**config.mk**
```make
export PLATFORM = sky130hd
export DESIGN_NAME = run_control
export DESIGN_NICKNAME = d
export VERILOG_FILES = /design/src/rtl/run_control.sv
export SDC_FILE = /design/constraint.sdc
export NUM_CORES = 1
export LEC_CHECK = 0
export BUFFER_PORTS_ARGS = -buffer_cell sky130_fd_sc_hd__buf_2
export CAP_MARGIN = 40
export CELL_PAD_IN_SITES_DETAIL_PLACEMENT = 1
export CELL_PAD_IN_SITES_GLOBAL_PLACEMENT = 1
export CORE_ASPECT_RATIO = 1.1
export CORE_MARGIN = 5
export CORE_UTILIZATION = 40
export CTS_BUF_LIST = sky130_fd_sc_hd__clkbuf_8 sky130_fd_sc_hd__clkbuf_16
export DETAILED_ROUTE_END_ITERATION = 12
export PLACE_DENSITY = 0.83
export SYNTH_ARGS = -nofsm -noshare
export SYNTH_HDL_FRONTEND = slang
export SYNTH_SLANG_ARGS = --single-unit
```
**constraint.sdc**
```tcl
create_clock -name clk_i -period 7.55 [get_ports clk_i]
set_input_delay 0.3775 -clock clk_i [delete_from_list [all_inputs] [get_ports clk_i]]
set_output_delay 0.3775 -clock clk_i [all_outputs]
set_load 0.01 [all_outputs]
```
**src/rtl/run_control.sv**
```systemverilog
// Run-control and trap monitor: gates PC writes, latches trap cause/EPC, and
// handles host halt/resume/N-step plus free-running cycle and instret counters.
module run_control #(
  parameter int DATA_WIDTH = 64,
  parameter int EXC_WIDTH  = 8,
  parameter int ECALL_BIT  = 3,
  parameter int EBREAK_BIT = 4,
  parameter int CNT_WIDTH  = 64,
  parameter int STEP_WIDTH = 16
) (
  input  logic                  clk_i,
  input  logic                  rst_i,
  input  logic [EXC_WIDTH-1:0]  exceptions_i,
  input  logic [DATA_WIDTH-1:0] pc_i,
  input  logic                  retire_i,
  input  logic                  halt_req_i,
  input  logic                  resume_i,
  input  logic                  step_i,
  input  logic [STEP_WIDTH-1:0] step_count_i,
  input  logic                  clear_i,
  output logic                  pc_we_o,
  output logic [2:0]            state_o,
  output logic                  halted_o,
  output logic                  error_o,
  output logic [EXC_WIDTH-1:0]  cause_o,
  output logic [DATA_WIDTH-1:0] epc_o,
  output logic [CNT_WIDTH-1:0]  cycle_cnt_o,
  output logic [CNT_WIDTH-1:0]  instret_o
);

  typedef enum logic [2:0] {
    S_RST   = 3'd0,
    S_RUN   = 3'd1,
    S_HALT  = 3'd2,
    S_ERROR = 3'd3,
    S_STEP  = 3'd4
  } state_t;

  // ECALL and EBREAK halt for the debugger; any other exception bit is fatal.
  localparam logic [EXC_WIDTH-1:0] BENIGN =
    (EXC_WIDTH'(1) << ECALL_BIT) | (EXC_WIDTH'(1) << EBREAK_BIT);

  state_t                state_q, state_d;
  logic [STEP_WIDTH-1:0] rem_q, rem_d;
  logic [EXC_WIDTH-1:0]  cause_q, cause_d;
  logic [DATA_WIDTH-1:0] epc_q, epc_d;
  logic [CNT_WIDTH-1:0]  cycle_q, instret_q;
  logic                  exc, err, active, commit, clr;

  assign exc    = |exceptions_i;
  assign err    = |(exceptions_i & ~BENIGN);
  assign active = (state_q == S_RUN) || (state_q == S_STEP);
  assign commit = active && retire_i && !exc && !halt_req_i;
  assign clr    = (state_q == S_ERROR) && clear_i;

  always_ff @(posedge clk_i or posedge rst_i) begin
    if (rst_i) begin
      state_q <= S_RST;
      rem_q   <= '0;
      cause_q <= '0;
      epc_q   <= '0;
    end else begin
      state_q <= state_d;
      rem_q   <= rem_d;
      cause_q <= cause_d;
      epc_q   <= epc_d;
    end
  end

  always_comb begin
    state_d = state_q;
    rem_d   = rem_q;
    cause_d = cause_q;
    epc_d   = epc_q;
    case (state_q)
      S_RST: state_d = S_RUN;
      S_RUN, S_STEP: begin
        if (exc || halt_req_i) begin
          // Trap or host halt; a pending step count is abandoned.
          state_d = err ? S_ERROR : S_HALT;
          cause_d = exceptions_i;
          epc_d   = pc_i;
          rem_d   = '0;
        end else if (state_q == S_STEP && commit) begin
          rem_d = rem_q - STEP_WIDTH'(1);
          if (rem_q == STEP_WIDTH'(1)) begin
            state_d = S_HALT;
            cause_d = '0;
            epc_d   = pc_i + DATA_WIDTH'(4);
          end
        end
      end
      S_HALT: begin
        if (resume_i) begin
          state_d = S_RUN;
        end else if (step_i && step_count_i != '0) begin
          state_d = S_STEP;
          rem_d   = step_count_i;
        end
      end
      S_ERROR: if (clear_i) state_d = S_RST;
      default: state_d = S_RST;
    endcase
  end

  always_ff @(posedge clk_i or posedge rst_i) begin
    if (rst_i) begin
      cycle_q   <= '0;
      instret_q <= '0;
    end else if (clr) begin
      cycle_q   <= '0;
      instret_q <= '0;
    end else begin
      if (state_q != S_RST) cycle_q <= cycle_q + CNT_WIDTH'(1);
      if (commit)           instret_q <= instret_q + CNT_WIDTH'(1);
    end
  end

  assign pc_we_o     = commit;
  assign state_o     = state_q;
  assign halted_o    = (state_q == S_HALT);
  assign error_o     = (state_q == S_ERROR);
  assign cause_o     = cause_q;
  assign epc_o       = epc_q;
  assign cycle_cnt_o = cycle_q;
  assign instret_o   = instret_q;

endmodule

```
* Word-level counts from Yosys, hierarchy flattened
Index checks and enable logic that the tools add are counted.
Word-level totals: logic and storage cells 68, bits of input ports 95, output and inout bits 206, bits in registers 219
Cells by class: mux-type cells 23, add/subtract/negate cells 4, equality and inequality tests 11, reduce and logical (&&, ||, !) cells 24
Operators by type and width (number):
- $mux W64 | 7
- $add A64 B1 Y64 const B | 2
- $add A64 B3 Y64 const B | 1
- $mux W16 | 4
- $pmux W16 S2 | 1
- $mux W8 | 3
- $mux W3 | 6
- $eq A16 B1 Y1 const B | 1
- $reduce_bool A16 Y1 | 1
- $sub A16 B1 Y16 const B | 1
- $pmux W3 S4 | 1
- $reduce_bool A2 Y1 | 5
- $reduce_and A4 Y1 | 2
- $reduce_or A8 Y1 | 1
- $eq A3 B2 Y1 const B | 2
- $logic_and A1 B1 Y1 | 6
- $ne A3 B3 Y1 const B | 2
- $reduce_or A6 Y1 | 1
- $ne A2 B2 Y1 const B | 2
- $eq A3 B1 Y1 const B | 1
- $eq A3 B3 Y1 const B | 1
- $logic_not A3 Y1 | 1
- $ne A3 B2 Y1 const B | 1
- $reduce_and A3 Y1 | 1
- other kinds (6) | 8

* Longest topological paths before layout
depth in word-level cells 9, depth in mapped cells 9, mapped depth without buffers 7

* Least setup slack after synthesis
Ideal clock, no wire load.
path kind register to register, start point register state_q[2], in the netlist state_o[2], end point register instret_q[57], in the netlist instret_o[57], library setup time 0.078 ns, data arrival time 2.215 ns, period minus slack after synthesis 2.293 ns, cell stages (with the launch flop) 9, path slack 5.257 ns, path buffers 2, required time 7.472 ns, cells stage by stage dfrtp_1 > buf_4 > and3b_1 > and2_0 > clkbuf_2 > a21oi_4 > or4_4 > or3_1 > a21oi_1
On the way: elaborated cells between the ends (all ways) 10, classes of those cells 3 x eq/ne; 1 x mux; 6 x reduce/logical
RTL lines:
- start: declaration | line 43 | state_t state_q, state_d;
- start signal: assignment | line 63 | state_q <= state_d;
- $eq A3 B2 Y1 *
- net error_o | line 24 | output logic error_o,
- $logic_and A1 B1 Y1 * | line 54 | assign clr = (state_q == S_ERROR) && clear_i;
- $mux W64 or $reduce_bool A2 Y1 (tied branches)
- end signal: assignment | line 115 | if (commit) instret_q <= instret_q + CNT_WIDTH'(1);
- end: declaration | line 47 | logic [CNT_WIDTH-1:0] cycle_q, instret_q;
Mark *: on every way through the listed nets, which the timed path passes. The rest lies on a longest branch. A chain may end at the register's enable or synchronous reset.

* Worst setup path in the final report
start point register state_q[0], in the netlist state_o[0], end point register epc_q[0], in the netlist epc_o[0]
On the way: word-level cells in the longest chain between the ends 8, elaborated cells between the ends (all ways) 10, classes of those cells 2 x eq/ne; 8 x reduce/logical
RTL lines:
- $eq A3 B1 Y1 or $eq A3 B3 Y1 (tied branches) | line 52, 75, 84
- $logic_or A1 B1 Y1 | line 52 | assign active = (state_q == S_RUN) || (state_q == S_STEP);
- $logic_and A1 B1 Y1 (3 in a row) | line 53 | assign commit = active && retire_i && !exc && !halt_req_i;
- $logic_and A1 B1 Y1 | line 84 | end else if (state_q == S_STEP && commit) begin
- $reduce_bool A2 Y1 (no source line)
- $reduce_and A3 Y1 (no source line) *
- end signal: assignment | line 66 | epc_q <= epc_d;
- end: declaration | line 46 | logic [DATA_WIDTH-1:0] epc_q, epc_d;
Every way passes the cells marked *; elsewhere a longest branch is shown, timed or not.

==> results summary <==
The flow ran to the end, and the final reports show no timing, DRC or antenna violations. For this run, the register share of the synthesized area comes to 0.470. The worst path meets setup with between 4 and 5 ns of slack. The post-synthesis to final-layout area growth is 24.0%.

Among cell families on the critical path, the largest total delay comes from simple AND/OR/NAND/NOR gates. The global routing usage on met2 is 0.405. The chip width is between 150 and 200 µm. The number of cell instances on the worst register-to-register path is 6. Entering global routing, the biggest net connects 84 pins.

The final cell count without fillers is around 2000. For met1 alone, demand over resource in global routing was 0.271. The number of nets with antenna violations after routing is 0.

Across every metal layer, demand over resource in global routing totals 0.227. The worst clock skew came out at around 0.024 ns. Summed over all failing endpoints, the final setup total negative slack is 0 ns.

The fill cell total of the finished layout came out at ~3500. The startpoint identified for the worst hold timing path is pc_i[1]. Buffers added to address setup during post-CTS repair amount to 0. The wire-length estimate of the detail-placed layout is between 20 and 30 mm. The area taken by flip-flops and latches came out at around 5500 µm². The starting density of the core is 0.406. Setup repair after global routing left no endpoint under its margin. The mean area per synthesized cell is 8.95 µm². In this run the number of H-tree levels came out at 1.

The die covers roughly 33000 µm². The worst-margin pin slew came out at 0.860 ns. The leading register cell type out of synthesis is sky130_fd_sc_hd__dfrtp_1. For this run, design rule violations remaining after detail routing come to 0. The number of vias after detailed routing came out at 10900.

The endpoint identified for the worst register-to-register timing path is epc_o[0]$_DFFE_PP0P_. For this run the aggregate overflow at the end of global routing stands at 0. The number of buffers added by the clock tree synthesis step is 25. The share of async-settable or async-resettable flops after synthesis is 1.00. The cell row count is 65.

Of the total power, the share spent switching nets is 0.363. The number of port buffers is 300. Together, buffers and inverters on the worst path number 1. The post-synthesis instance area is 11700 µm². In the layout the commonest cells are sky130_fd_sc_hd__buf_2, sky130_fd_sc_hd__dfrtp_1, sky130_fd_sc_hd__nor2_1. The core area came out at between 20000 and 30000 µm².

The die height came out at ~190 µm. The static power due to leakage is 6.41 nW. For the worst setup path, the data arrival time is between 3 and 4 ns.

The number of flops mapped to enable cells by yosys is 0. The critical path goes through nand4bb_1, nor4b_1, nand4_1, nand2_4, buf_4, mux2_2. The library cell used most frequently in the layout, excluding fill and tap cells, is sky130_fd_sc_hd__buf_2. The critical register-to-register path startpoint is state_o[0]$_DFFE_PP0P_. The number of max-slew violations in the final report is 0.

The switching power total is roughly 0.0016 W. The global placement routability congestion came out at around 0.87. In this run the worst hold path is classified as input port to register. The number of global-route vias before repair is roughly 12000. The share of total power dissipated in combinational logic is 0.313. The number of standard cells after synthesis came out at 1303. The final critical delay including setup and external delays is ~3.4 ns. The proportion of power drawn by flip-flops and latches is 0.375.

The initial antenna violation count is 6. The number of nets handed over by synthesis was approximately 1400. The startpoint kind of the worst setup timing path is a register. The number of distinct library cell variants in the gate-level netlist after synthesis came out at 60.

The first detailed-routing pass ran for 5 iterations. The routing layer with the top usage in global route is met2. The worst supply voltage drop on vdd is ~0.18 mV. Timing analysis after detailed placement gives a worst setup slack of 4.21 ns. The power density relative to cell area is a little under 300 nW/µm². For hold timing, the worst endpoint is epc_o[1]$_DFFE_PP0P_. The fraction of final layout cells with drive strength greater than 1 is 0.240. Dividing the final minimum period by the clock period gives 0.446. The highest clock frequency the design can meet is 297 MHz. After detailed routing, the total wire length is 38.7 mm. The flip-flop and latch count after synthesis came out at between 200 and 250.

The final-report setup violation count came out at 0. The critical path in this run is classified as register to register. The wire length per cell is slightly below 20 µm. The cell-internal power is around 0.0027 W. The number of I/O pins came out at around 300. The first-pass GRT wire length is ~62 mm. The count of clock tree sinks came out at 219. The fraction of power consumed by the clock network is 0.312.

The number of design-rule violations left by the first detailed-router iteration came out at about 620. The largest incremental delay on the critical path came out at 0.71 ns. The slack of the worst reg-to-reg path came out at roughly 4.2 ns. The worst relative slew slack is 0.427. The top fanout value on the critical path is between 70 and 80. The routed via count divided by cell count came out at approximately 5.5.

The number of placed instances with taps included is about 1900. The number of failing hold endpoints at the final stage is 0. The clock tree from TritonCTS is yes. The later pin in the worst-skew pair is clocked with a latency of roughly 0.53 ns. The root buffer cell is sky130_fd_sc_hd__clkbuf_16.

The number of nets in the layout is around 1700. The worst setup path is captured at a register. The data required time of the worst path is just under 8 ns. Among all stages on the critical path, the largest delay is contributed by sky130_fd_sc_hd__buf_4. For this run, global-route usage on met3 was measured as 0.0451. In the final layout, the multi-input gates occupy roughly 6000 µm².

The instance count along the most critical hold path came out at 2. Across the run, the number of max-cap violations was 0. In this run the deepest clock path goes through 3 buffers. For this run, the number of Yosys warnings is 0. The clock slew at the register clock pins of the worst setup and hold paths is about 0.06 ns.
==> worst max-delay path by stage <==
| stage | depth (start not counted) | from | slack [ns] | to |
|---|---|---|---|---|
| 2_1_floorplan | 1 | rst_i | 1.18 | cause_o[0]$_DFFE_PP0P_ |
| 3_3_place_gp | 6 | state_o[0]$_DFFE_PP0P_ | 4.34 | cause_o[7]$_DFFE_PP0P_ |
| 4_1_cts | 6 | state_o[0]$_DFFE_PP0P_ | 4.20 | epc_o[0]$_DFFE_PP0P_ |
| 3_5_place_dp | 6 | state_o[0]$_DFFE_PP0P_ | 4.21 | epc_o[0]$_DFFE_PP0P_ |
| 6_report | 6 | state_o[0]$_DFFE_PP0P_ | 4.18 | epc_o[0]$_DFFE_PP0P_ |
| 5_1_grt | 6 | state_o[0]$_DFFE_PP0P_ | 3.92 | epc_o[0]$_DFFE_PP0P_ |
==> layout make-up <==
type	instances	share of cell area
antenna	7	0.00121
inverter	28	0.00779
clock buffer	32	0.0499
tap	368	0.0318
sequential	219	0.379
multi-input combinational	996	0.404
timing repair buffer	312	0.113
clock inverter	13	0.0130
==> worst register-to-register path: stages (launching register included) <==
cell and delay (ns):
sky130_fd_sc_hd__dfrtp_1 0.50, sky130_fd_sc_hd__nand4bb_1 0.28, sky130_fd_sc_hd__nor4b_1 0.45, sky130_fd_sc_hd__nand4_1 0.30
sky130_fd_sc_hd__nand2_4 0.54, sky130_fd_sc_hd__buf_4 0.74, sky130_fd_sc_hd__mux2_2 0.44
==> Yosys cell counts, types with 2 or more instances <==
master / n / area, µm²
sky130_fd_sc_hd__o21ai_0: 53 / 265
sky130_fd_sc_hd__nor4_2: 2 / 25.0
sky130_fd_sc_hd__xor2_1: 66 / 578
sky130_fd_sc_hd__and3_1: 26 / 163
sky130_fd_sc_hd__a31oi_1: 6 / 37.5
sky130_fd_sc_hd__clkbuf_1: 38 / 143
sky130_fd_sc_hd__buf_2: 7 / 35.0
sky130_fd_sc_hd__inv_1: 27 / 101
sky130_fd_sc_hd__a32oi_1: 4 / 35.0
sky130_fd_sc_hd__and4_1: 9 / 78.8
sky130_fd_sc_hd__nand4_1: 54 / 338
sky130_fd_sc_hd__dfrtp_1: 219 / 5480
sky130_fd_sc_hd__or4_4: 2 / 22.5
sky130_fd_sc_hd__xnor2_1: 99 / 867
sky130_fd_sc_hd__nor4_1: 36 / 225
sky130_fd_sc_hd__buf_1: 9 / 33.8
sky130_fd_sc_hd__or3_1: 27 / 169
sky130_fd_sc_hd__nand3_1: 75 / 375
sky130_fd_sc_hd__buf_4: 5 / 37.5
sky130_fd_sc_hd__nor4b_2: 2 / 30.0
sky130_fd_sc_hd__nor3_1: 62 / 310
sky130_fd_sc_hd__nor4b_1: 4 / 35.0
sky130_fd_sc_hd__a21oi_1: 100 / 500
sky130_fd_sc_hd__and2_1: 9 / 56.3
sky130_fd_sc_hd__nor3b_1: 6 / 45.0
sky130_fd_sc_hd__nand2_1: 87 / 327
sky130_fd_sc_hd__nand4_2: 3 / 37.5
sky130_fd_sc_hd__or4_1: 2 / 15.0
sky130_fd_sc_hd__a32o_1: 2 / 20.0
sky130_fd_sc_hd__ha_1: 5 / 62.6
sky130_fd_sc_hd__mux2_2: 8 / 90.1
sky130_fd_sc_hd__nor2_1: 212 / 796
sky130_fd_sc_hd__a22oi_1: 6 / 45.0
sky130_fd_sc_hd__nand2b_1: 3 / 18.8
sky130_fd_sc_hd__and2_0: 3 / 18.8
==> flip-flops by register name, summed over array words and instances (netlist names) <==
signal       cells
instret_o       64
rem_q           16
cycle_cnt_o     64
state_o          3
cause_o          8
epc_o           64
==> cells by family (layout without fill, tap and decap cells) <==
family | Yosys count | in the layout | synth area share
xor+xnor | 165 | 165 | 0.124
flops | 219 | 219 | 0.470
simple gates | 638 | 638 | 0.277
other cells | 0 | 7 | 0
compound gates | 180 | 180 | 0.0847
buf+inv | 88 | 385 | 0.0308
fa+ha+maj | 5 | 5 | 0.00537
mux | 8 | 8 | 0.00773
==> routing by layer <==
| layer | up-vias | wire (µm) |
|---|---|---|
| met5 | - | 7 |
| met4 | 2 | 1480 |
| met3 | 83 | 2040 |
| met2 | 286 | 19900 |
| met1 | 5440 | 15300 |
| li1 | 5127 | - |
==> through the flow <==
stage	utilization	total power, W	cell area [µm²]	hold slack [ns]
after detailed placement	0.471	0.00300	13500	0.498
final	0.504	0.00431	14500	0.107
after CTS	0.503	0.00437	14400	0.0812
after global routing	0.504	0.00459	14500	0.101
after global placement	0.469	0.00293	13500	0.485
after floorplan	-	0.00247	11700	0.472
==> what timing repair did <==
action | 4_1_cts | 5_1_grt
hold buffers | 1 | 0
hold endpoints to repair | 81 | 0
resized for setup | 0 | 0
==> power by group through the flow <==
stage                     combinational, W  clock, W  sequential, W
final                              0.00135   0.00134        0.00162
after global routing               0.00151   0.00142        0.00165
after CTS                          0.00137   0.00137        0.00162
after detailed placement           0.00136         0        0.00164
after global placement             0.00130         0        0.00163
after floorplan                   0.000779         0        0.00169
No activity file was read; power rests on OpenSTA's default activity.
